==> src/rtl/colour_sequencer.sv <==
// Steps the RGB converter's colour code on button edges or an auto-dwell timer, pulses the
// converter enable for one cycle and captures its result into a held output with a valid strobe.
module colour_sequencer #(
  parameter int unsigned DWELL_W = 8
) (
  input  logic               clk,
  input  logic               rst_n,
  input  logic               button_i,
  input  logic               auto_mode_i,
  input  logic [DWELL_W-1:0] dwell_i,
  input  logic               clear_i,
  output logic [2:0]         colour_o,
  output logic               conv_en_o,
  input  logic [23:0]        rgb_in_i,
  output logic [23:0]        rgb_out_o,
  output logic               rgb_valid_o
);

  localparam logic [1:0] StIdle = 2'd0;
  localparam logic [1:0] StLoad = 2'd1;
  localparam logic [1:0] StHold = 2'd2;

  logic [1:0]         state_q, state_d;
  logic [2:0]         colour_q, colour_d;
  logic [DWELL_W-1:0] cnt_q, cnt_d;
  logic [23:0]        rgb_q, rgb_d;
  logic               valid_q, valid_d;
  logic               button_q;

  logic [DWELL_W-1:0] limit;
  logic               btn_edge;
  logic               auto_expire;
  logic               step;
  logic [2:0]         colour_next;

  // A dwell of zero behaves like one, so the limit bottoms out at zero.
  assign limit       = (dwell_i == '0) ? '0 : dwell_i - DWELL_W'(1);
  assign btn_edge    = button_i & ~button_q;
  assign auto_expire = auto_mode_i & (cnt_q >= limit);
  assign step        = btn_edge | auto_expire;
  assign colour_next = (colour_q == 3'd4) ? 3'd1 : colour_q + 3'd1;

  always_comb begin
    state_d  = state_q;
    colour_d = colour_q;
    cnt_d    = cnt_q;
    rgb_d    = rgb_q;
    valid_d  = 1'b0;
    if (clear_i) begin
      state_d  = StIdle;
      colour_d = 3'd0;
      cnt_d    = '0;
    end else begin
      case (state_q)
        StIdle: begin
          colour_d = 3'd0;
          cnt_d    = '0;
          if (btn_edge || auto_mode_i) begin
            colour_d = 3'd1;
            state_d  = StLoad;
          end
        end
        StLoad: begin
          // Steps seen here are dropped; the edge register still consumes the press.
          rgb_d   = rgb_in_i;
          valid_d = 1'b1;
          cnt_d   = '0;
          state_d = StHold;
        end
        StHold: begin
          if (step) begin
            colour_d = colour_next;
            cnt_d    = '0;
            state_d  = StLoad;
          end else if (auto_mode_i) begin
            cnt_d = cnt_q + DWELL_W'(1);
          end else begin
            cnt_d = '0;
          end
        end
        default: begin
          state_d  = StIdle;
          colour_d = 3'd0;
          cnt_d    = '0;
        end
      endcase
    end
  end

  always_ff @(posedge clk or negedge rst_n) begin
    if (!rst_n) begin
      state_q  <= StIdle;
      colour_q <= 3'd0;
      cnt_q    <= '0;
      rgb_q    <= 24'h0;
      valid_q  <= 1'b0;
      button_q <= 1'b0;
    end else begin
      state_q  <= state_d;
      colour_q <= colour_d;
      cnt_q    <= cnt_d;
      rgb_q    <= rgb_d;
      valid_q  <= valid_d;
      button_q <= button_i;
    end
  end

  assign colour_o    = colour_q;
  assign conv_en_o   = (state_q == StLoad);
  assign rgb_out_o   = rgb_q;
  assign rgb_valid_o = valid_q;

endmodule

==> config.mk <==
export PLATFORM = sky130hd
export DESIGN_NAME = colour_sequencer
export DESIGN_NICKNAME = d
export VERILOG_FILES = /design/src/rtl/colour_sequencer.sv
export SDC_FILE = /design/constraint.sdc
export NUM_CORES = 1
export LEC_CHECK = 0
export ABC_AREA = 1
export CAP_MARGIN = 25
export CORE_MARGIN = 3
export CORE_UTILIZATION = 48
export DETAILED_ROUTE_END_ITERATION = 6
export GPL_TIMING_DRIVEN = 0
export PLACE_DENSITY = 0.83
export SYNTH_ARGS = -nofsm -noshare
export SYNTH_HDL_FRONTEND = slang
export SYNTH_SLANG_ARGS = --single-unit
==> constraint.sdc <==
create_clock -name clk -period 4.6 [get_ports clk]
set_clock_uncertainty 0.1 [all_clocks]
set_input_delay 0.46 -clock clk [delete_from_list [all_inputs] [get_ports clk]]
set_output_delay 0.46 -clock clk [all_outputs]
set_load 0.005 [all_outputs]
Word level (Yosys, flattened, before mapping)
Cells that the tools add are included.
W data, S select, Z words.

word-level totals
  register bits = 39
  bits of input ports = 37
  output and inout bits = 29
  word-level logic and storage cells = 43

operators by class
  add/subtract/negate cells = 3
  order comparisons = 1
  equality and inequality tests = 6
  multiplexer cells = 16
  bitwise logic cells = 5
  reductions and logical operators = 6

operator list
  kind                   number
  $mux W8                5
  $mux W3                3
  $pmux W3 S3            1
  $add A8 B1 Y8 const B  1
  $ge A8 B8 Y1           1
  $logic_not A8 Y1       1
  $sub A8 B1 Y8 const B  1
  $mux W2                3
  $ne A3 B3 Y1 const B   2
  $pmux W2 S3            1
  $reduce_and A2 Y1      3
  $add A3 B1 Y3 const B  1
  $eq A3 B3 Y1 const B   1
  $mux W1                3
  $and A1 B1 Y1          2
  $eq A2 B1 Y1 const B   1
  $eq A2 B2 Y1 const B   1
  $logic_not A2 Y1       1
  $ne A2 B2 Y1 const B   1
  $not A1 Y1             2
  $logic_or A1 B1 Y1     1
  $or A1 B1 Y1           1

Longest topological paths before layout
Gate-level depths: netlist of run 1.

  depth in word-level cells = 8
  mapped depth = 20
  mapped depth without buffers = 20

Worst setup path before layout of run 1
OpenSTA, ideal clock, no wires.

  kind = input to register
  from = input port dwell_i[0]
  to = register colour_q[2] (netlist: colour_o[2])
  setup time = 0.117 ns
  arrival time = 2.096 ns
  required time = 4.383 ns
  slack = 2.287 ns
  cell stages on the path = 18
  path buffers = 0
  cells stage by stage = inv_1 ha_1 nand2_1 inv_2 nand2_1 nand2_1 nor3_1 o21ai_0 ha_1 nand2_1 nor2_2 nand4_1 nand3_1 nand2_2 nand2_4 nand2_4 nand2_1 nand2_1

between the ends
  cells in the longest elaborated chain, start to end = 7
  elaborated cells on any way between the ends = 8
  classes of those cells = 1 x add/sub; 1 x order compare; 1 x eq/ne; 1 x mux; 2 x bitwise; 2 x reduce/logical

ends and longest elaborated chain
  item                                                      line  RTL
  from (decl)                                               10    input logic [DWELL_W-1:0] dwell_i,
  $sub A8 B1 Y8 / $logic_not A8 Y1 (equally long branches)  37    assign limit = (dwell_i == '0) ? '0 : dwell_i - DWELL_W'(1);
  $mux W8 *                                                 37
  $ge A8 B8 Y1 *                                            39    assign auto_expire = auto_mode_i & (cnt_q >= limit);
  $and A1 B1 Y1 *                                           39
  $or A1 B1 Y1 *                                            40    assign step = btn_edge | auto_expire;
  $ne A3 B3 Y1 (no source line) *                           -
  $reduce_and A2 Y1 (no source line) *                      -
  to (signal assigned)                                      100   colour_q <= colour_d;
  to (decl)                                                 24    logic [2:0] colour_q, colour_d;

Every way passes the cells marked *; elsewhere a longest branch is shown, timed or not.
A chain may end at the register's enable or synchronous reset.

Worst setup path in the final report of run 1
Same ends and word-level chain as after synthesis.

==> run summary, run 1 <==
run status = finished, final reports clean
CTS tree = built
required arrival time at the worst endpoint = 4.69 ns
CTS buffer count = 5
number of antenna diodes = 0
Worst slew margin = 44.5%
routed length on met3 = 491 um
number of levels the H-tree was split into = 2
predominant post-synthesis flop cell = dfrtp_1
placeable core region = 4090 um^2
summed instance area of the synthesized netlist = 2070 um^2
starting utilization of the core area = 50.6%
share of synthesized cell area in full adder, half adder and majority cells = 7.26%
clock root buffer = clkbuf_8
Routed met1 length = 1790 um
xor-xnor portion of the synthesized cell area = 2.96%
highest metal layer used by the detailed router = met4
number of post-CTS setup repair buffers = 0
global-route wire length before repair = 7520 um
multiplexer share of the synthesized area = 0%
area used by multi-input combinational logic = 975 um^2
R2R setup slack = 2.87 ns
post-route antenna net violation count = 0
area share of and/or/nand/nor cells after synthesis = 33.3%
routed wire length per instance = 11.9 um
element type at the critical path end = register
Worst Hold Class = primary input to async pin
HPWL after detailed placement = 3350 um
Total Die Area = 5140 um^2
worst-path cell chain = clkdlybuf4s50_1, inv_1, ha_1, nand2_1, inv_2, nand2_1, nand2_1, nor3_1, o21ai_0, ha_1, nand2_1, nor2_2, nand4_1, nand3_1, nand2_2, nand2_4, nand2_4, nand2_1, nand2_1
average size of a mapped cell = 8.38 um^2
Post-Place Cells = 362
Initial DRC Count = 58
Layout fillers = 317
critical path start-end classification = primary input to register
hold_buf cts = 0
signal arrival time at the worst endpoint = 2.82 ns
Horiz. Die Dim = 71.7 um
IO Pins = 66
DR pass1 iterations = 4
Chip Height = 71.7 um
net total in the final layout = 368
Post-Route WL = 4390 um
Ys Warns = 0
CP max stage cell = clkdlybuf4s50_1
Max-Cap Viols = 0
endpoints failing setup = 0
number of clock sinks seen by CTS = 39
final critical-path share of the clock period = 59.4%
clock transition at the registers of the reported paths = 0.07 ns
placer's final routability congestion estimate = 0.794
Synth Area in Compound Gates = 3.57%
main combinational cell family by area after synthesis = simple AND/OR/NAND/NOR gates
global routing usage summed across all routing layers = 18.6%
fraction of registers with async set or reset after synthesis = 100%
layout cell share with drive strength beyond 1 = 14.8%
RSZ-0062 raised after global routing = no
routed vias = 1,782
Critical Path Source Type = primary input
met2 routed WL = 2050 um
final number of max-transition violations = 0
FP Rows = 23
global-route congestion overflow total = 0
Pwr Density = 332 nW/um^2
maximum root-to-sink buffer count = 2
final number of hold-violating endpoints = 0
maximum operating frequency = 366 MHz
Cell variety after synth = 29
crit-path max FO = 5
Least-Margin Pin Slew = 0.832 ns
post-CTS sizing = 0
CP peak stage delay = 0.48 ns
sequential fraction of the synthesis area = 47.2%
clock network latency to the later pin of the worst-skew pair = 0.29 ns
PortBufs = 65
pin count of the biggest net entering global routing = 40
P_leak = 1.44 nW
final standard cell count with taps included and fillers excluded = 368
syn nets = 296
cell count after synthesis = 247
Seq cells post-synth = 39
critical path's most frequent cell = nand2_1
number of global-route vias before repair = 1,784
routed via count divided by cell count = 4.84
DRC violations left = 0
post-synthesis to final-layout area growth = 37.7%
worst supply voltage drop on vdd = 228 uV
minimum clock period = 2.73 ns
count of flip-flops with a built-in enable after synthesis = 0
number of antenna violations at the first check in global routing = 0
sequential cell area = 976 um^2
setup TNS = 0 ns
registers in the layout, summed over array words and instances (netlist names):
signal / cells
state_q: 2
rgb_valid_o: 1
rgb_out_o: 24
button_q: 1
cnt_q: 8
colour_o: 3
worst paths after layout:
check	cells past startpoint	start	end
max	19	dwell_i[0]	colour_o[2]
min	1	rst_n	button_q
max reg2reg	10	cnt_q[6]	colour_o[2]
min reg2reg	2	rgb_out_o[16]	rgb_out_o[16]
max in group asynchronous	1	rst_n	cnt_q[2]
min in group clk	2	rgb_out_o[16]	rgb_out_o[16]
cells in the mapped netlist (3+ instances only):
cell type / number / area (um^2)
inv_1: 12 / 45.0
nor2_1: 11 / 41.3
buf_4: 3 / 22.5
a21oi_1: 3 / 15.0
or2_2: 4 / 25.0
xor2_1: 4 / 35.0
nor2_2: 11 / 68.8
nand2_1: 103 / 387
xnor2_1: 3 / 26.3
nand3_1: 8 / 40.0
inv_2: 11 / 41.3
ha_1: 12 / 150
dfrtp_1: 39 / 976
where the power goes:
part / switching [mW] / leakage, nW / total, mW / internal, mW
combinational: 0.113 / 0.900 / 0.290 / 0.177
clock: 0.107 / 0.0371 / 0.208 / 0.101
sequential: 0.0390 / 0.503 / 0.448 / 0.409
total: 0.260 / 1.44 / 0.947 / 0.687
cell families (layout without fill, tap and decap cells):
| group | after synthesis | count (layout) |
|---|---|---|
| AO/OA/AOI/OAI | 11 | 11 |
| flip-flops | 39 | 39 |
| adder cells (fa/ha/maj) | 12 | 12 |
| XOR/XNOR | 7 | 7 |
| AND/OR/NAND/NOR | 150 | 150 |
| buffers and inverters | 28 | 99 |
metal layers:
metal,up-vias,track usage [%]
met2,68,29.5
met5,-,0
met1,804,21.5
li1,903,-
met4,0,6.68
met3,7,9.82
cell type report:
type | count | area share [%]
Buffer | 5 | 1.14
Inverter | 23 | 3.03
Timing Repair Buffer | 65 | 22.7
Sequential cell | 39 | 34.2
Tap cell | 50 | 2.19
Multi-Input combinational cell | 180 | 34.2
Clock buffer | 6 | 2.55
stage by stage:
stage / instance area, um^2 / hold slack, ns / setup slack, ns / power [mW] / utilization (%)
after CTS: 2850 / 0.200 / 1.83 / 0.958 / 69.7
after global placement: 2780 / 0.360 / 1.59 / 0.737 / 68.1
after detailed placement: 2780 / 0.365 / 1.53 / 0.744 / 68.0
final: 2850 / 0.166 / 1.87 / 0.947 / 69.7
after floorplan: 2070 / 0.0644 / 2.29 / 0.548 / -
after global routing: 2850 / 0.236 / 1.63 / 1.01 / 69.7
critical path: cells and delay by family:
kind                       cells  cell delay (ns)
AOI/OAI and AO/OA              1             0.10
adders and majority gates      2             0.51
buffers and inverters          3             0.58
and+or+nand+nor               13             1.14
layout by cell type (no fill, tap or decap):
cell type        instances
a21o_1                   2
a21oi_1                  3
a21oi_4                  1
buf_2                    3
buf_4                    3
clkbuf_1                 1
clkbuf_8                 5
clkdlybuf4s50_1         64
dfrtp_1                 39
ha_1                    12
inv_1                   12
inv_2                   11
nand2_1                103
nand2_2                  2
nand2_4                  2
nand3_1                  8
nand3_2                  1
nand3_4                  1
nand3b_1                 1
nand3b_4                 1
nand4_1                  1
nor2_1                  11
nor2_2                  11
nor2_4                   1
nor3_1                   2
nor3_2                   1
o211ai_1                 1
o21ai_0                  2
o21ai_1                  2
or2_2                    4
xnor2_1                  3
xor2_1                   4
Note: power is estimated with default switching activity, not from simulation.
==> inputs of run 2 (changes only) <==
- CORE_UTILIZATION: 48 -> 42
- PLACE_DENSITY: 0.83 -> 0.77
- clock period: 4.6 -> 2.5 ns (I/O delays scaled with it)
==> run summary, run 2 (synthesis results as in run 1) <==
placer's final routability congestion estimate = 0.776
worst supply voltage drop on vdd = 399 uV
starting utilization of the core area = 45.3%
DR pass1 iterations = 4
Post-Place Cells = 377
Horiz. Die Dim = 76.2 um
clock root buffer = clkbuf_8
clock network latency to the later pin of the worst-skew pair = 0.29 ns
minimum clock period = 2.36 ns
post-synthesis to final-layout area growth = 42.4%
P_leak = 1.50 nW
Worst slew margin = 42.7%
number of antenna violations at the first check in global routing = 0
crit-path max FO = 5
Post-Route WL = 4620 um
Least-Margin Pin Slew = 0.859 ns
signal arrival time at the worst endpoint = 2.44 ns
final standard cell count with taps included and fillers excluded = 386
net total in the final layout = 369
Max-Cap Viols = 0
most common cell after layout, fill and taps aside = nand2_1
number of global-route vias before repair = 1,917
post-route antenna net violation count = 0
CTS buffer count = 5
run status = finished, final reports clean
Initial DRC Count = 56
number of antenna diodes = 0
final critical-path share of the clock period = 94.6%
final number of hold-violating endpoints = 0
element type at the critical path end = register
FP Rows = 24
global routing usage summed across all routing layers = 17.1%
final number of max-transition violations = 0
worst setup slack after layout = 0.136 ns
pin count of the biggest net entering global routing = 40
global-route congestion overflow total = 0
IO Pins = 66
maximum operating frequency = 423 MHz
routed wire length per instance = 12.0 um
maximum root-to-sink buffer count = 2
Total Die Area = 5810 um^2
Pwr Density = 600 nW/um^2
clock transition at the registers of the reported paths = 0.07 ns
Critical Path Source Type = primary input
layout cell share with drive strength beyond 1 = 17.1%
number of levels the H-tree was split into = 2
PortBufs = 65
Worst Hold Class = register to register
Chip Height = 76.2 um
DRC violations left = 0
CTS tree = built
number of clock sinks seen by CTS = 39
endpoints failing setup = 0
routed via count divided by cell count = 4.67
number of flip-flops in the largest register = 24
global-route wire length before repair = 8200 um
routed vias = 1,804
critical path start-end classification = primary input to register
placeable core region = 4560 um^2
post-place setup slack = -0.406 ns
leading cell types in the layout, fill and taps excluded = nand2_1 (100), clkdlybuf4s50_1 (60), dfrtp_1 (39)
HPWL after detailed placement = 3380 um
required arrival time at the worst endpoint = 2.58 ns
-- run 2: cell count changes in the layout (fill, tap and decap cells not counted), sizes merged --
cell / before / now
clkinv: 0 / 1
dlymetal6s2s: 0 / 4
clkbuf: 6 / 7
dlygate4sd3: 0 / 1
clkdlybuf4s50: 64 / 60
-- run 2: what timing repair did --
action | in CTS | in global routing
resized for setup | 6 | 10
endpoints found under the hold margin | 39 | 0
pin swaps | 6 | 8
endpoints found under the setup margin | 12 | 13
buffers inserted | 0 | 0
hold buffers | 1 | 0
-- run 2: worst paths after layout --
kind	from	slack, ns	endpoint	cells after the start
min reg2reg	rgb_out_o[18]	0.38	rgb_out_o[18]	2
min	rgb_out_o[18]	0.38	rgb_out_o[18]	2
min in group asynchronous	rst_n	0.50	rgb_out_o[5]	2
max	dwell_i[5]	0.14	colour_o[2]	16
max in group asynchronous	rst_n	1.25	rgb_valid_o	2
max reg2reg	cnt_q[5]	0.70	colour_o[2]	10
-- run 2: worst max-delay path: stages --
cell and delay, ns:
clkdlybuf4s50_1 0.53, nor2_1 0.10, nand2_4 0.09, nand2_2 0.06, nor3_2 0.15, o21ai_1 0.10
ha_1 0.32, nand2_2 0.09, nor2_4 0.11, nand4_1 0.09, nand3_1 0.12, nand2_2 0.10
nand2_4 0.11, nand2_4 0.07, nand2_1 0.07, nand2_1 0.06
-- run 2: metrics by stage --
step	util (%)	hold WS [ns]	power (mW)	setup TNS (ns)	area [um^2]
after global placement	61.4	0.361	1.36	-3.60	2800
after CTS	63.8	0.378	1.79	0	2910
after global routing	64.6	0.396	1.89	-0.0182	2950
after floorplan	-	-0.146	1.01	0	2070
after detailed placement	61.3	0.309	1.37	-4.25	2800
final	64.6	0.378	1.77	0	2950
-- run 2: metal layers --
metal,vias to the layer above,GRT usage [%],share of wire [%]
met5,-,0,0
met4,0,4.89,1.1
met3,6,7.92,9.4
met2,58,28.0,44
met1,838,20.2,45
li1,902,-,-
-- run 2: cell type report --
| cell class | count | area (um^2) |
|---|---|---|
| Clock inverter | 1 | 5.00 |
| Multi-Input combinational cell | 180 | 1020 |
| Sequential cell | 39 | 976 |
| Clock buffer | 7 | 76.3 |
| Buffer | 5 | 32.5 |
| Inverter | 23 | 86.3 |
| Timing Repair Buffer | 66 | 666 |
| Tap cell | 65 | 81.3 |
| Fill cell | 408 | 1620 |
-- run 2: power breakdown --
part	total (mW)	switching (mW)	internal, mW
clock network	0.405	0.210	0.196
logic	0.541	0.212	0.330
registers	0.822	0.0706	0.752
